`src/rtl/blur_engine.sv`:
```
// ---------------------------------------------------------------------------
// blur_engine
//   Streams a WIDTH x HEIGHT grayscale frame from a source pixel memory,
//   applies a horizontal [1 2 1]/4 blur with per-row edge replication and
//   writes the result to a destination pixel memory. Answers a one-cycle
//   blur_start pulse with a one-cycle blur_done pulse.
//
// Optional feature macro: BLUR_ABORT_EN (adds the blur_abort input).
//
// Ports
//   clk         system clock, all logic on posedge
//   reset       synchronous, active-high reset
//   blur_start  one-cycle start request (sampled only in IDLE)
//   blur_abort  (BLUR_ABORT_EN only) abandon the frame in RUN/FLUSH
//   blur_done   one-cycle completion pulse
//   busy        high in RUN, FLUSH and DONE
//   rd_en       source read strobe
//   rd_addr     source read address, row-major
//   rd_data     source data, valid one cycle after rd_en
//   wr_en       destination write strobe
//   wr_addr     destination write address
//   wr_data     blurred pixel
// ---------------------------------------------------------------------------
module blur_engine #(
    parameter int WIDTH  = 640,
    parameter int HEIGHT = 480,
    parameter int DATA_W = 8,
    parameter int ADDR_W = 19
) (
    input  logic              clk,
    input  logic              reset,
    input  logic              blur_start,
`ifdef BLUR_ABORT_EN
    input  logic              blur_abort,
`endif
    output logic              blur_done,
    output logic              busy,
    output logic              rd_en,
    output logic [ADDR_W-1:0] rd_addr,
    input  logic [DATA_W-1:0] rd_data,
    output logic              wr_en,
    output logic [ADDR_W-1:0] wr_addr,
    output logic [DATA_W-1:0] wr_data
);

    localparam int XW = (WIDTH > 1) ? $clog2(WIDTH) : 1;
    localparam logic [ADDR_W-1:0] LAST_ADDR = ADDR_W'(WIDTH * HEIGHT - 1);
    localparam logic [XW-1:0]     X_LAST    = XW'(WIDTH - 1);

    typedef enum logic [1:0] {IDLE, RUN, FLUSH, DONE} state_t;

    state_t state_reg, state_next;

    // Read-side counters
    logic [ADDR_W-1:0] rd_addr_reg;
    logic [XW-1:0]     x_reg;

    // Stage 1: read data arriving on rd_data this cycle
    logic              s1_valid_reg;
    logic [ADDR_W-1:0] s1_addr_reg;
    logic [XW-1:0]     s1_x_reg;

    // Stage 2: window L/C held in registers, R comes straight from rd_data
    logic              s2_valid_reg;
    logic [ADDR_W-1:0] s2_addr_reg;
    logic [XW-1:0]     s2_x_reg;
    logic [DATA_W-1:0] l_reg;
    logic [DATA_W-1:0] c_reg;

    // Output registers
    logic              wr_en_reg;
    logic [ADDR_W-1:0] wr_addr_reg;
    logic [DATA_W-1:0] wr_data_reg;

    logic              abort_hit;
    logic [DATA_W-1:0] r_pix;
    logic [DATA_W+1:0] sum;

`ifdef BLUR_ABORT_EN
    assign abort_hit = blur_abort && (state_reg == RUN || state_reg == FLUSH);
`else
    assign abort_hit = 1'b0;
`endif

    // ---------------- FSM ----------------
    always_ff @(posedge clk) begin
        if (reset) begin
            state_reg <= IDLE;
        end else begin
            state_reg <= state_next;
        end
    end

    always_comb begin
        state_next = state_reg;
        case (state_reg)
            IDLE:    if (blur_start) state_next = RUN;
            RUN:     if (rd_addr_reg == LAST_ADDR) state_next = FLUSH;
            FLUSH:   if (wr_en_reg && wr_addr_reg == LAST_ADDR) state_next = DONE;
            DONE:    state_next = IDLE;
            default: state_next = IDLE;
        endcase
        if (abort_hit) begin
            state_next = IDLE;
        end
    end

    assign busy      = (state_reg != IDLE);
    assign blur_done = (state_reg == DONE);
    assign rd_en     = (state_reg == RUN);
    assign rd_addr   = rd_addr_reg;
    assign wr_en     = wr_en_reg;
    assign wr_addr   = wr_addr_reg;
    assign wr_data   = wr_data_reg;

    // ---------------- read address / column counter ----------------
    // Counters park at zero whenever no read is pending so the next frame
    // always starts at address 0, column 0.
    always_ff @(posedge clk) begin
        if (reset) begin
            rd_addr_reg <= '0;
            x_reg       <= '0;
        end else if (state_reg == RUN && !abort_hit && rd_addr_reg != LAST_ADDR) begin
            rd_addr_reg <= rd_addr_reg + 1'b1;
            x_reg       <= (x_reg == X_LAST) ? '0 : x_reg + 1'b1;
        end else begin
            rd_addr_reg <= '0;
            x_reg       <= '0;
        end
    end

    // ---------------- pipeline ----------------
    // Right neighbour: at the row end replicate C instead of using the next
    // row's first pixel (or a read that is never issued for the last pixel).
    assign r_pix = (s2_x_reg == X_LAST) ? c_reg : rd_data;
    assign sum   = {2'b00, l_reg} + {1'b0, c_reg, 1'b0} + {2'b00, r_pix}
                 + (DATA_W+2)'(2);

    always_ff @(posedge clk) begin
        if (reset) begin
            s1_valid_reg <= 1'b0;
            s1_addr_reg  <= '0;
            s1_x_reg     <= '0;
            s2_valid_reg <= 1'b0;
            s2_addr_reg  <= '0;
            s2_x_reg     <= '0;
            l_reg        <= '0;
            c_reg        <= '0;
            wr_en_reg    <= 1'b0;
            wr_addr_reg  <= '0;
            wr_data_reg  <= '0;
        end else begin
            s1_valid_reg <= rd_en && !abort_hit;
            s1_addr_reg  <= rd_addr_reg;
            s1_x_reg     <= x_reg;
            s2_valid_reg <= s1_valid_reg && !abort_hit;
            wr_en_reg    <= s2_valid_reg && !abort_hit;
            if (s1_valid_reg) begin
                s2_addr_reg <= s1_addr_reg;
                s2_x_reg    <= s1_x_reg;
                c_reg       <= rd_data;
                // Left neighbour: at column 0 replicate the pixel itself so
                // the previous row never leaks in.
                l_reg       <= (s1_x_reg == '0) ? rd_data : c_reg;
            end
            if (s2_valid_reg) begin
                wr_addr_reg <= s2_addr_reg;
                wr_data_reg <= sum[DATA_W+1:2];
            end
        end
    end

endmodule

```
`config.mk`:
```
export PLATFORM = sky130hd
export DESIGN_NAME = blur_engine
export DESIGN_NICKNAME = d
export VERILOG_FILES = /design/src/rtl/blur_engine.sv
export SDC_FILE = /design/constraint.sdc
export NUM_CORES = 1
export LEC_CHECK = 0
export BUFFER_PORTS_ARGS = -buffer_cell sky130_fd_sc_hd__buf_4
export CORE_UTILIZATION = 52
export CTS_CLUSTER_SIZE = 14
export DETAILED_ROUTE_END_ITERATION = 12
export GPL_TIMING_DRIVEN = 0
export PLACE_DENSITY = 0.75
export SKIP_LAST_GASP = 1
export SLEW_MARGIN = 20
export SYNTH_ARGS = -nofsm -noshare
export SYNTH_HDL_FRONTEND = slang
export SYNTH_SLANG_ARGS = --single-unit
```
`constraint.sdc`:
```
create_clock -name clk -period 3.6 [get_ports clk]
set_input_delay 0.72 -clock clk [delete_from_list [all_inputs] [get_ports clk]]
set_output_delay 0.72 -clock clk [all_outputs]
set_load 0.02 [all_outputs]
```
==> flow_metrics.env <==
export IMPL_p_comb_frac=0.198
export IMPL_antenna_cells=0
export IMPL_critPathBufInv=0
export IMPL_regArea_um2=2700
export IMPL_dieArea_um2=11000
export IMPL_globalplace_congestion=0.805
export IMPL_viasPerCell=5.28
export IMPL_synth_async_reset_ratio=0
export IMPL_hold_class="input pin to flop"
export IMPL_firstDrtPassIters=4
export IMPL_synth_edf_count=0
export IMPL_crit_path_end_kind="flop"
export IMPL_skew_ns=0.00621
export IMPL_grt_usage=0.236
export IMPL_post_drt_wl_per_cell_um=15.4
export IMPL_ys_flop_type="dfxtp_1"
export IMPL_required_ns=4.01
export IMPL_p_leak_nw=2.68
export IMPL_pwr_share_clk=0.418
export IMPL_grt_start_max_net_pins=17
export IMPL_routed_wl_mm=12.0
export IMPL_critPathSlowestCell="fa_1"
export IMPL_nets=664
export IMPL_dieWidth_um=105
export IMPL_cts_buffers=17
export IMPL_drc=0
export IMPL_clk_insertion_delay_late_ns=0.52
export IMPL_multi_input_area_um2=2660
export IMPL_grt_overflow_total=0
export IMPL_p_total_w=0.00423
export IMPL_worst_pin_slew_ns=0.789
export IMPL_cpMostUsedCell="a21o_1"
export IMPL_peakVddDrop_mv=0.352
export IMPL_slew_headroom=0.474
export IMPL_p_int_w=0.00304
export IMPL_synthesis_area_um2=5510
export IMPL_whs_path_depth=2
export IMPL_detailed_place_hpwl_mm=8.55
export IMPL_outcome="complete, no violations"
export IMPL_synth_distinct_cells=52
export IMPL_final_util=0.657
export IMPL_vias=4118
export IMPL_drt_initial_drc_count=163
export IMPL_cts_tree="built"
export IMPL_drive_gt1_frac=0.171
export IMPL_maxCapViolations=0
export IMPL_cp_top_family="compound AO/OA/AOI/OAI gates"
export IMPL_yosys_warnings=0
export IMPL_hold_viol=0
export IMPL_setup_viol=0
export IMPL_critPathLaunchType="flop"
export IMPL_synth_seq_cells=135
export IMPL_num_rows=37
export IMPL_clk_root_buffer_cell="clkbuf_8"
export IMPL_io_buffer_count=60
export IMPL_rsz0062_at_grt="false"
export IMPL_fin_tns_setup_ns=0
export IMPL_cp_arrival_ns=3.88
export IMPL_pwr_share_seq=0.384
export IMPL_core_um2=10300
export IMPL_drtAntennaViolNets=0
export IMPL_worstPathCellList="and4bb_1 > and3_4 > mux2_2 > fa_1 > ha_2 > a21o_1 > a21o_1 > a21oi_2 > a21boi_2 > or3_1 > a32o_1"
export IMPL_cp_num_cells=11
export IMPL_htreeDepth=4
export IMPL_ios=61
export IMPL_initial_core_util=0.536
export IMPL_ys_seq_area_frac=0.491
export IMPL_crit_fanout=7
export IMPL_rr_worst_depth=11
export IMPL_final_area_um2=6750
export IMPL_post_cts_setup_buffers=0
export IMPL_clock_fmax_ghz=0.289
export IMPL_synth_avg_cell_area_um2=9.96
export IMPL_clk_pin_slew_ns=0.06
export IMPL_fill_cells=825
export IMPL_antenna_found_initial=0
export IMPL_period_needed_ns=3.47
export IMPL_holdBufCountCts=0
export IMPL_power_switching_w=0.00119
export IMPL_syn_num_nets=586
export IMPL_grt_pass1_vias=4165
export IMPL_grt_pass1_wl_mm=20.3
export IMPL_area_delta_synth_final_pct=22.6
export IMPL_place_area_um2=6130
export IMPL_crit_type="flop to flop"
export IMPL_finalCritPeriodShare=0.963
export IMPL_max_clock_path_buffers=2
export IMPL_synth_cells=553
export IMPL_clock_sinks=135
export IMPL_fp_dieH_um=105
export IMPL_slowest_delay_ns=0.50
export IMPL_switching_share=0.281
export IMPL_finalMaxSlewViolations=0
export IMPL_cellPowerDensity_nw_per_um2=627
placed cells by master (no fill, tap or decap), types with 2 or more instances in the layout:
cell type	n
a211o_1	2
a211oi_1	9
a21o_1	2
a21oi_1	7
and2_1	2
and3_1	10
and4_1	3
buf_1	6
buf_2	5
buf_4	60
bufinv_16	3
clkbuf_1	13
clkbuf_16	16
clkbuf_8	5
clkinvlp_4	4
dfxtp_1	135
fa_1	6
ha_1	15
inv_1	15
mux2_2	5
mux2i_1	68
nand2_1	24
nand2b_1	6
nand3_1	8
nand4_1	5
nor2_1	102
nor2b_1	33
nor3_1	4
nor4_1	6
o21ai_0	4
o21ai_1	4
o22ai_1	2
or3_1	4
xnor2_1	7
xor2_1	17
layer usage:
metal  part of all wire  routed length [um]  track usage  up-vias
li1                   -                   -            -     2027
met1               0.44                5340        0.295     1972
met2               0.49                5940        0.394       99
met3              0.046                 548       0.0480       20
met4              0.016                 191        0.104        0
met5                  0                   0            0        -
final cells by class:
| cell class | instances | share of cell area |
|---|---|---|
| inverter | 15 | 0.00834 |
| timing repair buffer | 60 | 0.0668 |
| clock inverter | 10 | 0.0211 |
| buffer | 23 | 0.0137 |
| tap | 136 | 0.0252 |
| sequential | 135 | 0.401 |
| clock buffer | 22 | 0.0701 |
| multi-input combinational | 379 | 0.394 |
cell families after synthesis:
logic type	synth area share
adders and majority gates	0.0582
DFF	0.491
and+or+nand+nor	0.191
AOI/OAI and AO/OA	0.0600
buffers and inverters	0.0277
muxes	0.134
xor gates and xnor gates	0.0382
path summary, 6_finish.rpt:
path,startpoint,to,slack (ns)
worst max-delay path,s2_x_reg[8],wr_data[5],0.13
worst min-delay path,reset,s1_valid_reg,0.45
worst max register to register,s2_x_reg[8],wr_data[5],0.13
worst min register to register,wr_data[3],wr_data[3],0.46
repair_timing:
item / in CTS / in global routing
setup endpoints to repair: 3 / 1
resized for setup: 1 / 2
cloned: 0 / 0
cell usage after synthesis, types with 7 or more instances:
library cell  count  area (um2)
a211oi_1          9        67.6
a21oi_1           8        40.0
and3_1           10        62.6
clkbuf_1         13        48.8
dfxtp_1         135        2700
ha_1             16         200
inv_1            15        56.3
mux2i_1          68         681
nand2_1          24        90.1
nand3_1           8        40.0
nor2_1          102         383
nor2b_1          33         206
xnor2_1           7        61.3
xor2_1           17         149
worst reg2reg max path: stages, from the launching register on:
cell and delay [ns]:
dfxtp_1 0.32, and4bb_1 0.33, and3_4 0.29, mux2_2 0.37, fa_1 0.50, ha_2 0.31
a21o_1 0.20, a21o_1 0.21, a21oi_2 0.18, a21boi_2 0.10, or3_1 0.31, a32o_1 0.25
metrics by stage:
stage,hold WS [ns],setup slack [ns],std cells
detailed placement,0.450,-0.256,749
global placement,0.445,-0.214,749
CTS,0.430,0.0551,780
floorplan,0.437,0.0988,553
finish,0.445,0.134,780
global route,0.455,0.0305,780
power by group through the flow:
| stage | Sequential (W) | Clock [W] | Combinational, W |
|---|---|---|---|
| final | 0.00162 | 0.00177 | 0.000839 |
| after global routing | 0.00164 | 0.00186 | 0.000923 |
| after floorplan | 0.00166 | 0 | 0.000592 |
| after detailed placement | 0.00166 | 0 | 0.000817 |
| after global placement | 0.00165 | 0 | 0.000801 |
| after CTS | 0.00162 | 0.00179 | 0.000837 |
No activity file was read; power rests on OpenSTA's default activity.
